**config.mk**
```make
export PLATFORM = sky130hd
export DESIGN_NAME = zube_z80_sequencer
export DESIGN_NICKNAME = d
export VERILOG_FILES = /design/src/rtl/zube_z80_sequencer.sv
export SDC_FILE = /design/constraint.sdc
export NUM_CORES = 1
export LEC_CHECK = 0
export ABC_AREA = 0
export BUFFER_PORTS_ARGS = -buffer_cell sky130_fd_sc_hd__buf_2
export CAP_MARGIN = 10
export CORE_MARGIN = 4
export CORE_UTILIZATION = 44
export CTS_CLUSTER_DIAMETER = 120
export DETAILED_ROUTE_END_ITERATION = 6
export GPL_ROUTABILITY_DRIVEN = 0
export GPL_TIMING_DRIVEN = 0
export MAX_ROUTING_LAYER = met4
export PLACE_DENSITY = 0.75
export SYNTH_ARGS = -nofsm -noshare
export SYNTH_HDL_FRONTEND = slang
export SYNTH_SLANG_ARGS = --single-unit
export TNS_END_PERCENT = 50
```
**constraint.sdc**
```tcl
create_clock -name clk -period 1.7 [get_ports clk]
set_input_delay 0.17 -clock clk [delete_from_list [all_inputs] [get_ports clk]]
set_output_delay 0.17 -clock clk [all_outputs]
set_load 0.03 [all_outputs]
```
**src/rtl/zube_z80_sequencer.sv**
```systemverilog
// Z80-side bus sequencer for the zube mailbox: synchronises the Z80 I/O strobes,
// decodes the port and turns each I/O cycle into one req/ack register access.
module zube_z80_sequencer #(
  parameter logic [7:0] PORT_BASE   = 8'h00,
  parameter int         SYNC_STAGES = 2
) (
  input  logic       clk,
  input  logic       reset,
  input  logic [7:0] z80_address_bus,
  input  logic [7:0] z80_data_bus_in,
  input  logic       z80_write_strobe_b,
  input  logic       z80_read_strobe_b,
  output logic [7:0] z80_data_bus_out,
  output logic       z80_bus_dir,
  output logic       reg_req,
  output logic       reg_we,
  output logic       reg_sel,
  output logic [7:0] reg_wdata,
  input  logic       reg_ack,
  input  logic [7:0] reg_rdata,
  output logic [7:0] coll_count
);

  typedef enum logic [2:0] {
    RELEASE  = 3'd0,
    IDLE     = 3'd1,
    WR_REQ   = 3'd2,
    RD_REQ   = 3'd3,
    RD_DRIVE = 3'd4
  } state_t;

  state_t state, state_next;

  logic [SYNC_STAGES-1:0] wr_sync, rd_sync, primed;
  logic       wr_s, rd_s, sync_ok;
  logic [7:0] offset;
  logic       addr_hit;

  logic       req_next, we_next, sel_next, dir_next, coll_inc;
  logic [7:0] wdata_next, dout_next;

  // Strobe synchronisers. The flops reset to "deasserted", so the output is only a
  // real sample once every stage has been clocked; primed tracks exactly that, which
  // keeps a strobe held low through reset from looking like a fresh release.
  always_ff @(posedge clk or posedge reset) begin
    if (reset) begin
      wr_sync <= '1;
      rd_sync <= '1;
      primed  <= '0;
    end else begin
      wr_sync <= {wr_sync[SYNC_STAGES-2:0], z80_write_strobe_b};
      rd_sync <= {rd_sync[SYNC_STAGES-2:0], z80_read_strobe_b};
      primed  <= {primed[SYNC_STAGES-2:0], 1'b1};
    end
  end

  assign wr_s    = ~wr_sync[SYNC_STAGES-1];
  assign rd_s    = ~rd_sync[SYNC_STAGES-1];
  assign sync_ok = primed[SYNC_STAGES-1];

  assign offset   = z80_address_bus - PORT_BASE;
  assign addr_hit = (offset <= 8'd1);

  always_ff @(posedge clk or posedge reset) begin
    if (reset) state <= RELEASE;
    else       state <= state_next;
  end

  always_comb begin
    state_next = state;
    req_next   = reg_req;
    we_next    = reg_we;
    sel_next   = reg_sel;
    wdata_next = reg_wdata;
    dout_next  = z80_data_bus_out;
    dir_next   = z80_bus_dir;
    coll_inc   = 1'b0;
    case (state)
      RELEASE: begin
        if (sync_ok && !wr_s && !rd_s) state_next = IDLE;
      end
      IDLE: begin
        if (wr_s && rd_s) begin
          coll_inc   = 1'b1;
          state_next = RELEASE;
        end else if (wr_s) begin
          if (addr_hit) begin
            req_next   = 1'b1;
            we_next    = 1'b1;
            sel_next   = offset[0];
            wdata_next = z80_data_bus_in;
            state_next = WR_REQ;
          end else begin
            state_next = RELEASE;
          end
        end else if (rd_s) begin
          if (addr_hit) begin
            req_next   = 1'b1;
            we_next    = 1'b0;
            sel_next   = offset[0];
            state_next = RD_REQ;
          end else begin
            state_next = RELEASE;
          end
        end
      end
      WR_REQ: begin
        if (reg_ack) begin
          req_next   = 1'b0;
          state_next = RELEASE;
        end
      end
      RD_REQ: begin
        if (reg_ack) begin
          req_next   = 1'b0;
          dout_next  = reg_rdata;
          dir_next   = 1'b1;
          state_next = RD_DRIVE;
        end
      end
      RD_DRIVE: begin
        // A write strobe while we still drive the bus is a collision
        if (wr_s) begin
          dir_next   = 1'b0;
          coll_inc   = 1'b1;
          state_next = RELEASE;
        end else if (!rd_s) begin
          dir_next   = 1'b0;
          state_next = IDLE;
        end
      end
      default: begin
        req_next   = 1'b0;
        dir_next   = 1'b0;
        state_next = RELEASE;
      end
    endcase
  end

  always_ff @(posedge clk or posedge reset) begin
    if (reset) begin
      reg_req          <= 1'b0;
      reg_we           <= 1'b0;
      reg_sel          <= 1'b0;
      reg_wdata        <= 8'h00;
      z80_data_bus_out <= 8'h00;
      z80_bus_dir      <= 1'b0;
      coll_count       <= 8'h00;
    end else begin
      reg_req          <= req_next;
      reg_we           <= we_next;
      reg_sel          <= sel_next;
      reg_wdata        <= wdata_next;
      z80_data_bus_out <= dout_next;
      z80_bus_dir      <= dir_next;
      if (coll_inc && coll_count != 8'hFF) coll_count <= coll_count + 8'd1;
    end
  end

endmodule

```
# [Word level (Yosys, flattened, before mapping)]
# Cells that the tools add are included.
[classes] n_addsub=1 order_cmp=1 n_eq_ne=14 muxes=31 bitwise=5 n_reduce_logical=17
[op_table] op="3-bit 2-to-1 mux" count=8
[op_table] op="1-bit 2-to-1 mux" count=17
[op_table] op="3-bit one-hot mux with 5 select lines" count=1
[op_table] op="2-bit != test (second input constant)" count=5
[op_table] op="5-bit AND reduction" count=2
[op_table] op="8-bit by 1-bit adder with 8-bit output (second input constant)" count=1
[op_table] op="8-bit by 1-bit <= comparator with 1-bit output (second input constant)" count=1
[op_table] op="8-bit != test (second input constant)" count=1
[op_table] op="4-bit AND reduction" count=2
[op_table] op="3-bit by 2-bit == test with 1-bit output (second input constant)" count=2
[op_table] op="3-bit != test (second input constant)" count=2
[op_table] op="1-bit one-hot mux with 3 select lines" count=2
[op_table] op="3-bit AND reduction" count=2
[op_table] op="1-bit NOT" count=5
[op_table] op="1-bit logical AND" count=4
[op_table] op="2-bit 2-to-1 mux" count=2
[op_table] op="4-bit != test (second input constant)" count=1
[op_table] op="2-bit nonzero test" count=2
[op_table] op="2-bit OR reduction" count=2
[op_table] op="3-bit by 1-bit == test with 1-bit output (second input constant)" count=1
[op_table] op="3-bit == test (second input constant)" count=1
[op_table] op="3-bit logical NOT" count=1
[op_table] op="3-bit OR reduction" count=1
[op_table] op="2-bit by 1-bit != test with 1-bit output (second input constant)" count=1
[op_table] op="2 further kinds" count=2
[totals] reg_bits=37 input_bits=29 out_inout_bits=28 word_cells=80

# [Logic depth before layout (Yosys ltp)]
[logic_depth] word_depth=6 mapped_depth=6

# [Worst setup path before layout]
# No wires, ideal clock.
[synth_path] kind="register to register" start="register state[1]" end="register reg_wdata[0]" t_arrival_ns=1.647 t_required_ns=1.575 slack_ns=-0.072 path_stages_with_launch=6 n_path_buf=1 synth_period_minus_slack_ns=1.772 path_cell_list="dfrtp_1 buf_6 or4_4 nor3_4 nand2_4 mux2_4"
[synth_via] elab_chain_cells=2
[synth_lines] element="start: declaration" line="32" rtl="state_t state, state_next;"
[synth_lines] element="start signal: assignment" line="66" rtl="else state <= state_next;"
[synth_lines] element="3-bit by 1-bit == test with 1-bit output" line="78" rtl="case (state)"
[synth_lines] element="4-bit AND reduction (no source line)"
[synth_lines] element="end signal: assignment" line="153" rtl="reg_wdata <= wdata_next;"
[synth_lines] element="end: declaration" line="18" rtl="output logic [7:0] reg_wdata,"
# No other way between the ends.
# A chain may end at the register's enable or synchronous reset.

# [Final worst setup path]
[layout_path] start="register state[1]" end="register reg_wdata[6]"
# Same word-level chain as after synthesis.

==> flow_summary.yaml <==
clock_tree:
  cts_sinks: 37
  cts.reportedPaths.clkPinSlew_ps: 70
  clkLatencyLatePin_ps: 280
  cts.root.buffer_cell: "clkbuf_8"
  cts_tree: "built"
  cts_max_level: 2
  clockBufferDepth: 2
  cts_buffers: 5
die:
  die_h_um: 68.99
  num_io_pins: 57
  initial_core_util_pct: 47.19
  coreArea_mm2: 0.003468
  design.die.area_mm2: 0.004759
  fp.dieW_um: 68.99
  num_rows: 21
power:
  p_per_area_mw_per_mm2: 858.5
  ir_drop_mv: 0.7450
  p_leak_nw: 1.175
  finalPower_mw: 1.858
finish:
  syn_to_final_growth_pct: 32.26
  layout.nets: 224
  antenna_cells: 0
  fillers: 311
  final_layout_size_suffix_gt1_share_pct: 51.83
synth:
  yosys_warnings: 0
  synth.avg_cell_area_um2: 13.53
  synth-main-ff-cell: "dfrtp_1"
  yosys.cell_types.count: 37
  async_flop_share_pct: 100.0
  synth_edf_count: 0
  syn_inst: 121
  synth_area_leaders: "dfrtp_1 (50%), mux2_4 (7.3%), mux2_2 (6.9%)"
  syn-cell-area_mm2: 0.001637
  synth_top_area_share_pct: 50.46
  syn_nets: 155
  yosysTopAreaCell: "dfrtp_1"
  ys_ff_latch: 37
  ys_seq_area_share_pct: 56.88
  yosys-top-cells-count: "dfrtp_1 (33), mux2_2 (10), nand2_1 (10)"
  synth_most_common_cell: "dfrtp_1"
setup_path:
  r2r-start: "state[1]"
  worstPathRequired_ps: 1860
  critPathLaunchType: "flip-flop"
  rrSetupSlack_ps: -20
  timing.rr.end: "reg_wdata[6]"
  path_max_fanout: 8
  endpoint: "reg_wdata[6]"
  startpoint: "state[1]"
  crit_type: "flip-flop to flip-flop"
  critPathCaptureType: "flip-flop"
  worstPathArrival_ps: 1880
  worstRegToRegCells: 4
route:
  ant_nets: 0
  post-route-drc-count: 0
  wl_mm: 3.235
  drtIter0Drc: 43
  viasPerCell: 4.920
  firstDrtPassIters: 4
  wl_per_cell_um: 13.65
  vias: 1166
status:
  violations: "negative setup slack"
  status: "finished, violations left"
sta:
  rsz0062_at_grt: "true"
  clock-skew-final_ps: 7.005
  timing.hold.ws_ps: 7.425
  max_clock_freq_mhz: 581.9
  finalHoldViolations: 0
  maxSlewHeadroom_pct: 49.71
  period_needed_ps: 1719
  fin_crit_sh_pct: 101.1
  fin_ws_ps: -18.58
  slew_violations: 0
  setup_tns_ps: -30.95
  setup_viol: 6
  tightestPinTransition_ps: 753.5
global_route:
  grt_max_degree: 21
  grt_pass1_wl_mm: 5.250
  grt_pass1_vias: 1210
  grtUsageTotal_pct: 15.91
  gr-total-overflow: 0
  antenna_found_initial: 0
flow_run:
  maxCapViolCount: 0
placed_design:
  portBuffers: 56
  dpl_worst_slack_ps: -115.1
  dpl.hpwl_mm: 2.498
min_path:
  hold_path_class: "input pin to async pin"
## logic make-up after synthesis
kind of cell | share of synthesized area (%)
compound gates | 3.594
xor+xnor | 3.746
fa+ha+maj | 3.823
buf+inv | 2.140
flops | 56.88
mux | 14.22
other cells | 0.2291
simple gates | 15.37
## layer usage
layer / track usage (%) / up-vias / part of all wire (%)
met2: 26.19 / 32 / 53
met4: 6.569 / 0 / 1.6
met3: 5.348 / 5 / 5.8
met5: - / - / 0
met1: 17.68 / 572 / 39
li1: - / 557 / -
## sequential cells by signal, summed over array words and instances (netlist names), 2 cells and up
register	count
primed	2
coll_count	8
state	3
wr_sync	2
reg_wdata	8
z80_data_bus_out	8
rd_sync	2
## cells in the final DEF (no fill, tap or decap), types with 2 or more instances in the layout
master | netlist | layout
buf_2 | 1 | 57
dfrtp_1 | 33 | 33
nand2_1 | 10 | 10
mux2_2 | 10 | 10
mux2_4 | 8 | 8
xnor2_1 | 7 | 7
clkbuf_8 | 0 | 6
buf_4 | 0 | 5
inv_1 | 4 | 4
nand3_1 | 5 | 4
ha_1 | 5 | 4
dfstp_2 | 4 | 4
and3_1 | 3 | 3
nand4_1 | 3 | 3
nand3b_1 | 2 | 2
nor2_1 | 2 | 2
o21ai_0 | 2 | 2
clkbuf_1 | 1 | 2
dlygate4sd3_1 | 0 | 2
## layout make-up
| type | count | area (µm²) | share of cell area (%) |
|---|---|---|---|
| Sequential cell | 37 | 930.9 | 43.01 |
| Multi-Input combinational cell | 77 | 700.7 | 32.37 |
| Timing Repair Buffer | 64 | 365.4 | 16.88 |
| Clock buffer | 8 | 90.09 | 4.162 |
| Tap cell | 46 | 57.56 | 2.659 |
| Inverter | 4 | 15.01 | 0.6936 |
| Buffer | 1 | 5.005 | 0.2312 |
## timing repair
| item | in CTS | in global routing |
|---|---|---|
| endpoints found under the setup margin | 13 | 16 |
| hold buffers | 2 | 0 |
| endpoints found under the hold margin | 2 | 0 |
| buffers inserted | 2 | 3 |
| resized for setup | 3 | 2 |
| pin swaps | 4 | 6 |
## metrics by stage
| stage | utilization, % | std cells | area, µm² |
|---|---|---|---|
| 2_1_floorplan | - | 121 | 1637 |
| 3_3_place_gp | 56.93 | 223 | 1974 |
| 3_5_place_dp | 57.72 | 224 | 2002 |
| 4_1_cts | 61.80 | 236 | 2143 |
| 5_1_grt | 62.41 | 237 | 2165 |
| 6_report | 62.41 | 237 | 2165 |
## power by group
group          internal (mW)  switching (mW)  total [mW]
Sequential             0.929          0.0466       0.976
Clock                  0.330           0.276       0.606
Combinational          0.114           0.162       0.276
## worst max-delay path, stage by stage, from the launching register on
cell	delay (ps)
dfrtp_1	380
or4_4	510
nor3_4	230
nand2_4	150
mux2_4	330
## worst min-delay path by stage
stage,from,endpoint,slack (ps),depth (start not counted)
6_report,reset,coll_count[4],7,2
2_1_floorplan,z80_read_strobe_b,rd_sync[0],170,0
5_1_grt,reset,coll_count[4],70,2
4_1_cts,reset,coll_count[4],30,2
3_5_place_dp,z80_write_strobe_b,wr_sync[0],280,1
3_3_place_gp,z80_read_strobe_b,rd_sync[0],280,1
No activity file was read; power rests on OpenSTA's default activity.
